`src/rtl/wb_arbiter_n.sv`:
```
`default_nettype none
// ============================================================================
// Module      : wb_arbiter_n
// Description : N-master Wishbone B4 classic arbiter. Grants one master per
//               bus cycle, using fixed-priority or round-robin arbitration,
//               and holds the grant for the whole cyc. It forwards the
//               owner's request to the single slave port and routes the
//               slave response back to the owner only.
//               Optional watchdog: define WB_ARB_TIMEOUT_EN to abort an
//               owner whose slave stalls for TIMEOUT_CYCLES cycles.
// Ports       : clk_i/rst_ni           clock, async active-low reset
//               wbm_*_i / wbm_*_o      packed per-master ports, master k at slice k
//               wbs_*_o / wbs_*_i      single slave port
//               grant_o / busy_o       registered one-hot grant and its OR
// Revision    : 1.0 - initial release
// ============================================================================
module wb_arbiter_n #(
    parameter int NUM_MASTERS     = 2,
    parameter int ADDR_WIDTH      = 32,
    parameter int DATA_WIDTH      = 32,
    parameter int SELECT_WIDTH    = DATA_WIDTH / 8,
    parameter int ARB_ROUND_ROBIN = 0,
    parameter int TIMEOUT_CYCLES  = 255
) (
    input  logic                               clk_i,
    input  logic                               rst_ni,
    input  logic [NUM_MASTERS*ADDR_WIDTH-1:0]   wbm_adr_i,
    input  logic [NUM_MASTERS*DATA_WIDTH-1:0]   wbm_dat_i,
    input  logic [NUM_MASTERS*SELECT_WIDTH-1:0] wbm_sel_i,
    input  logic [NUM_MASTERS-1:0]              wbm_we_i,
    input  logic [NUM_MASTERS-1:0]              wbm_stb_i,
    input  logic [NUM_MASTERS-1:0]              wbm_cyc_i,
    output logic [DATA_WIDTH-1:0]               wbm_dat_o,
    output logic [NUM_MASTERS-1:0]              wbm_ack_o,
    output logic [NUM_MASTERS-1:0]              wbm_err_o,
    output logic [NUM_MASTERS-1:0]              wbm_rty_o,
    output logic [ADDR_WIDTH-1:0]               wbs_adr_o,
    output logic [DATA_WIDTH-1:0]               wbs_dat_o,
    output logic [SELECT_WIDTH-1:0]             wbs_sel_o,
    output logic                                wbs_we_o,
    output logic                                wbs_stb_o,
    output logic                                wbs_cyc_o,
    input  logic [DATA_WIDTH-1:0]               wbs_dat_i,
    input  logic                                wbs_ack_i,
    input  logic                                wbs_err_i,
    input  logic                                wbs_rty_i,
    output logic [NUM_MASTERS-1:0]              grant_o,
    output logic                                busy_o
);

    localparam int IDX_W = (NUM_MASTERS > 1) ? $clog2(NUM_MASTERS) : 1;

    typedef enum logic [0:0] {
        ST_IDLE  = 1'b0,
        ST_OWNED = 1'b1
    } state_e;

    state_e                 state_q, state_d;
    logic [NUM_MASTERS-1:0] grant_q, grant_d;
    logic [IDX_W-1:0]       last_q, last_d;

    logic                   any_req;
    logic [IDX_W-1:0]       pick_idx;
    logic [NUM_MASTERS-1:0] pick;
    logic                   owner_cyc;
    logic                   owner_stb;
    logic                   to_fire;   // one-cycle watchdog error pulse
    logic                   to_force;  // suppress slave cyc/stb after a timeout

    // ------------------------------------------------------------------
    // Arbitration: choose the winner among the live cyc requests
    // ------------------------------------------------------------------
    always_comb begin
        int idx;
        idx      = 0;
        pick_idx = '0;
        pick     = '0;
        any_req  = |wbm_cyc_i;
        if (ARB_ROUND_ROBIN != 0) begin
            // Scan offsets from the far end down so the smallest offset
            // after the last winner is the one that sticks.
            for (int i = NUM_MASTERS; i >= 1; i--) begin
                idx = int'(last_q) + i;
                if (idx >= NUM_MASTERS) idx = idx - NUM_MASTERS;
                if (wbm_cyc_i[idx]) pick_idx = IDX_W'(idx);
            end
        end else begin
            for (int i = NUM_MASTERS - 1; i >= 0; i--) begin
                if (wbm_cyc_i[i]) pick_idx = IDX_W'(i);
            end
        end
        if (any_req) pick[pick_idx] = 1'b1;
    end

    always_comb begin
        state_d = state_q;
        grant_d = grant_q;
        last_d  = last_q;
        case (state_q)
            ST_IDLE: begin
                if (any_req) begin
                    state_d = ST_OWNED;
                    grant_d = pick;
                    last_d  = pick_idx;
                end
            end
            default: begin
                // Only the owner's own cyc ends the tenure; a release always
                // passes through one IDLE cycle before the next grant.
                if (!owner_cyc) begin
                    state_d = ST_IDLE;
                    grant_d = '0;
                end
            end
        endcase
    end

    always_ff @(posedge clk_i or negedge rst_ni) begin
        if (!rst_ni) begin
            state_q <= ST_IDLE;
            grant_q <= '0;
            last_q  <= IDX_W'(NUM_MASTERS - 1);
        end else begin
            state_q <= state_d;
            grant_q <= grant_d;
            last_q  <= last_d;
        end
    end

    // ------------------------------------------------------------------
    // Request path: AND-OR mux keyed by the one-hot grant (zero when idle)
    // ------------------------------------------------------------------
    always_comb begin
        wbs_adr_o = '0;
        wbs_dat_o = '0;
        wbs_sel_o = '0;
        for (int k = 0; k < NUM_MASTERS; k++) begin
            if (grant_q[k]) begin
                wbs_adr_o = wbs_adr_o | wbm_adr_i[k*ADDR_WIDTH +: ADDR_WIDTH];
                wbs_dat_o = wbs_dat_o | wbm_dat_i[k*DATA_WIDTH +: DATA_WIDTH];
                wbs_sel_o = wbs_sel_o | wbm_sel_i[k*SELECT_WIDTH +: SELECT_WIDTH];
            end
        end
    end

    // Live cyc of the owner lets an abort drop the slave cycle immediately.
    assign owner_cyc = |(grant_q & wbm_cyc_i);
    assign owner_stb = |(grant_q & wbm_stb_i);
    assign wbs_we_o  = |(grant_q & wbm_we_i);
    assign wbs_cyc_o = owner_cyc & ~to_force;
    assign wbs_stb_o = owner_stb & ~to_force;

    // ------------------------------------------------------------------
    // Response path: only the owner sees ack/err/rty
    // ------------------------------------------------------------------
    assign wbm_dat_o = wbs_dat_i;
    assign wbm_ack_o = {NUM_MASTERS{wbs_ack_i}} & grant_q;
    assign wbm_err_o = {NUM_MASTERS{wbs_err_i | to_fire}} & grant_q;
    assign wbm_rty_o = {NUM_MASTERS{wbs_rty_i}} & grant_q;

    assign grant_o = grant_q;
    assign busy_o  = |grant_q;

`ifdef WB_ARB_TIMEOUT_EN
    // ------------------------------------------------------------------
    // Watchdog: counts stalled strobe cycles of the current owner
    // ------------------------------------------------------------------
    localparam int TO_W = (TIMEOUT_CYCLES > 0) ? $clog2(TIMEOUT_CYCLES + 1) : 1;

    logic [TO_W-1:0] to_cnt_q, to_cnt_d;
    logic            to_hit_q, to_hit_d;
    logic            to_limit;
    logic            slave_resp;

    assign slave_resp = wbs_ack_i | wbs_err_i | wbs_rty_i;
    assign to_limit   = (to_cnt_q == TO_W'(TIMEOUT_CYCLES)) && (state_q == ST_OWNED);
    // to_hit_q remembers the abort so the error pulses once and the forcing
    // survives a late slave response, until the owner lets go of cyc.
    assign to_fire    = to_limit & ~to_hit_q;
    assign to_force   = to_limit | to_hit_q;

    always_comb begin
        to_cnt_d = to_cnt_q;
        to_hit_d = to_hit_q | to_fire;
        if (state_d == ST_IDLE) begin
            to_cnt_d = '0;
            to_hit_d = 1'b0;
        end else if (slave_resp) begin
            to_cnt_d = '0;
        end else if ((state_q == ST_OWNED) && wbs_stb_o) begin
            to_cnt_d = to_cnt_q + 1'b1;
        end
    end

    always_ff @(posedge clk_i or negedge rst_ni) begin
        if (!rst_ni) begin
            to_cnt_q <= '0;
            to_hit_q <= 1'b0;
        end else begin
            to_cnt_q <= to_cnt_d;
            to_hit_q <= to_hit_d;
        end
    end
`else
    // Without the watchdog a stalled slave holds the bus indefinitely.
    logic unused_timeout;
    assign unused_timeout = (TIMEOUT_CYCLES != 0);
    assign to_fire        = 1'b0;
    assign to_force       = 1'b0;
`endif

endmodule
`default_nettype wire

```
`config.mk`:
```
export PLATFORM = sky130hd
export DESIGN_NAME = wb_arbiter_n
export DESIGN_NICKNAME = d
export VERILOG_FILES = /design/src/rtl/wb_arbiter_n.sv
export SDC_FILE = /design/constraint.sdc
export NUM_CORES = 1
export LEC_CHECK = 0
export BUFFER_PORTS_ARGS = -buffer_cell sky130_fd_sc_hd__buf_4
export CAP_MARGIN = 20
export CORE_AREA = 4 4 111 113
export CTS_BUF_LIST = sky130_fd_sc_hd__clkbuf_8
export CTS_CLUSTER_DIAMETER = 80
export CTS_CLUSTER_SIZE = 10
export DETAILED_ROUTE_END_ITERATION = 7
export DIE_AREA = 0 0 115 117
export PLACE_DENSITY = 0.48
export SLEW_MARGIN = 20
export SYNTH_ARGS = -nofsm -noshare
export SYNTH_HDL_FRONTEND = slang
export SYNTH_SLANG_ARGS = --single-unit
```
`constraint.sdc`:
```
create_clock -name clk_i -period 1.75 [get_ports clk_i]
set_input_delay 0.525 -clock clk_i [delete_from_list [all_inputs] [get_ports clk_i]]
set_output_delay 0.525 -clock clk_i [all_outputs]
set_load 0.05 [all_outputs]
```
==> impl_metrics.ini <==
[sta]
minimum_period_implied_by_the_final_worst_setup_slack_ps = 1830
slew_headroom = 0.849
timing_worst_slew_pin_value_ps = 225
timing_hold_violations_final = 0
setup_repair_after_global_routing_missed_its_margin = true
count_of_pins_over_their_slew_limit = 0
fin_crit_sh = 1.05
clock_skew_ps = 1.83
post-route-worst-setup-slack_ps = -81.6
clock.fmax_mhz = 546
fin_worst_hold_slack_ps = 91.6
timing.final.setup_violations = 72

[power_and_ir_drop]
p_total_mw = 3.83
cellPowerDensity_mw_per_mm2 = 1160
internal-power_mw = 1.68
vdd_ir_drop_max_mv = 0.460
power.share.sequential = 0.032
power.net_switching_mw = 2.15
clock_power_share = 0.051
static_leak_nw = 1.67
swShare = 0.561
share_comb_of_total_power = 0.916

[clock_network]
clock_tree.buffer_depth = 2
clock_tree_from_tritoncts = yes
cts.htree.levels = 1
postCtsHoldBufs = 0
clock_insertion_delay_worst_skew_ps = 220
cts.clk_slew.worst_paths_ps = 30
ctsRootBufferMaster = sky130_fd_sc_hd__clkbuf_8
cts_sinks = 3
number_of_buffers_created_by_cts = 3

[place]
post_dp_cell_area_sq_mm = 0.00293
globalplace.congestion = 0.708
place.detailed.hpwl_microns = 5450
placed_cells = 466
number_of_i_o_port_buffers = 226

[global_routing]
grt_pass1_vias = 1869
largest_net_degree_at_the_start_of_global_routing = 43
overflow = 0
grt_util_all_layers = 0.0825
antenna_found_initial = 0
global_route_wire_length_before_repair_microns = 9220

[setup_path]
critical_path.startpoint = grant_o[0]
critical_path.reg2reg.startpoint = grant_o[1]
worstSetupStartpointType = register
critical_path_class = reg2out
arrival_ps = 1310
worstRegToRegCells = 5
critical_path_peak_fanout = 35
worstPathRequired_ps = 1220
crit_path_end_kind = output port
r2r_setup_slack_ps = 550
r2r_end = grant_o[1]

[cells_and_area]
nNetsFinal = 509
post-route-util = 0.291
diodes = 0
multi_input_gate_area_sq_um = 887
layout-drive-gt1-share = 0.960
final_cell_count_no_fill = 472
post-route-cell-area_sq_mm = 0.00329
layout.cells.most_common = sky130_fd_sc_hd__buf_4
fill_cells = 1209
areaGrowthSynthToFinish_pct = 178
area.sequential_sq_um = 77.6
layout_common_cells = sky130_fd_sc_hd__buf_4, sky130_fd_sc_hd__buf_6, sky130_fd_sc_hd__a22o_2

[logic_synthesis]
ys.warnings.count = 0
synth_fp_nets = 321
post_synthesis_simple_gate_area_fraction = 0.0666
syn_inst = 142
seq_area_frac_synth = 0.0634
synth_area_per_cell_sq_um = 8.34
main_combinational_cell_family_by_area_after_synthesis = compound AO/OA/AOI/OAI gates
post_synth_xor_area_fraction = 0
synth_largest_area_cell = sky130_fd_sc_hd__a22o_1
synth_compound_area_frac = 0.551
yosys_reg_bits = 3
synth_top_cell_area_share = 0.525
synth_area_sq_mm = 0.00118
synth_mux_area_frac = 0
yosys-top-cells-area = sky130_fd_sc_hd__a22o_1, sky130_fd_sc_hd__buf_4, sky130_fd_sc_hd__buf_6
yosys.area_share.adder = 0
synthDistinctLibCells = 18

[die]
floorplan.die.width_microns = 115
initial_core_util = 0.105
std_cell_rows = 39
ports = 291
height_of_the_chip_microns = 117
die_area_sq_mm = 0.0135
core_area_sq_mm = 0.0113

[detailed_routing]
post_drt_wl_per_cell_microns = 14.4
drt_pre_antenna_iters = 4
first_iter_violations = 36
met3_length_microns = 769
drt_wl_total_microns = 6800
drt-vias-per-instance = 4.04
route.detailed.drc = 0
remaining_antenna_violation_count = 0
vias = 1909
wl_met1_microns = 2090
highest-signal-layer = met4
detailroute.wirelength.met2_microns = 3890

[run_status]
outcome = finished, violations left
failed_checks = setup timing

[min_path]
hold_class = in2async

[flow_run]
cap_violations = 0
==> what timing repair did <==
item                       in CTS  in global routing
gates resized for setup        76                  4
buffers inserted                0                  2
pin swaps                       0                  0
setup endpoints to repair      78                 78
==> power groups by stage <==
stage | Clock (mW) | Combinational [mW] | Sequential (mW)
after global placement | 0 | 3.19 | 0.120
after global routing | 0.208 | 3.65 | 0.127
after floorplan | 0 | 2.43 | 0.137
final | 0.197 | 3.51 | 0.123
after CTS | 0.202 | 3.51 | 0.122
after detailed placement | 0 | 3.19 | 0.122
==> metal layers <==
metal,vias to the layer above,global-route usage
met5,-,0
met4,0,0.0180
met3,12,0.0211
met2,121,0.167
met1,875,0.0841
li1,901,-
==> synth_stat cells, drive strengths merged <==
library cell / instances
o32ai: 1
nor2: 1
a22o: 71
buf: 50
dfrtp: 3
nor2b: 1
nand2: 1
o2bb2ai: 1
o211ai: 1
inv: 1
nand4: 1
nand2b: 1
and2: 6
or3b: 1
a21oi: 1
or2: 1
==> kinds of logic after synthesis <==
family          count (synthesis)
buf+inv                        51
compound gates                 75
flops                           3
simple gates                   13
==> state kept, by name (all words and copies together), names as in the netlist <==
register and flops:
state_q 1, grant_o 2
==> per-stage QoR <==
step	setup TNS, ps	setup WS (ps)
finish	-4130	-81.6
global route	-6740	-130
CTS	-4260	-95.6
detailed placement	0	111
global placement	0	110
floorplan	-721	-36.8
==> worst max-delay path, cell delays in order (launching register included) <==
cell                      delay [ps]
sky130_fd_sc_hd__dfrtp_2         450
sky130_fd_sc_hd__buf_12          180
sky130_fd_sc_hd__or2_2           290
sky130_fd_sc_hd__buf_6           160
==> worst max path at each step <==
stage | to | depth (start not counted)
2_1_floorplan | wbs_adr_o[26] | 4
3_3_place_gp | busy_o | 3
3_5_place_dp | busy_o | 3
4_1_cts | busy_o | 3
5_1_grt | busy_o | 3
6_report | busy_o | 3
==> layout make-up <==
class,instances,share of cell area
tap,143,0.0544
clock buffer,3,0.0125
clock inverter,1,0.00114
inverter,1,0.00114
multi-input combinational,88,0.269
timing repair buffer,233,0.638
sequential,3,0.0236
Power figures use the tool's default switching activity.
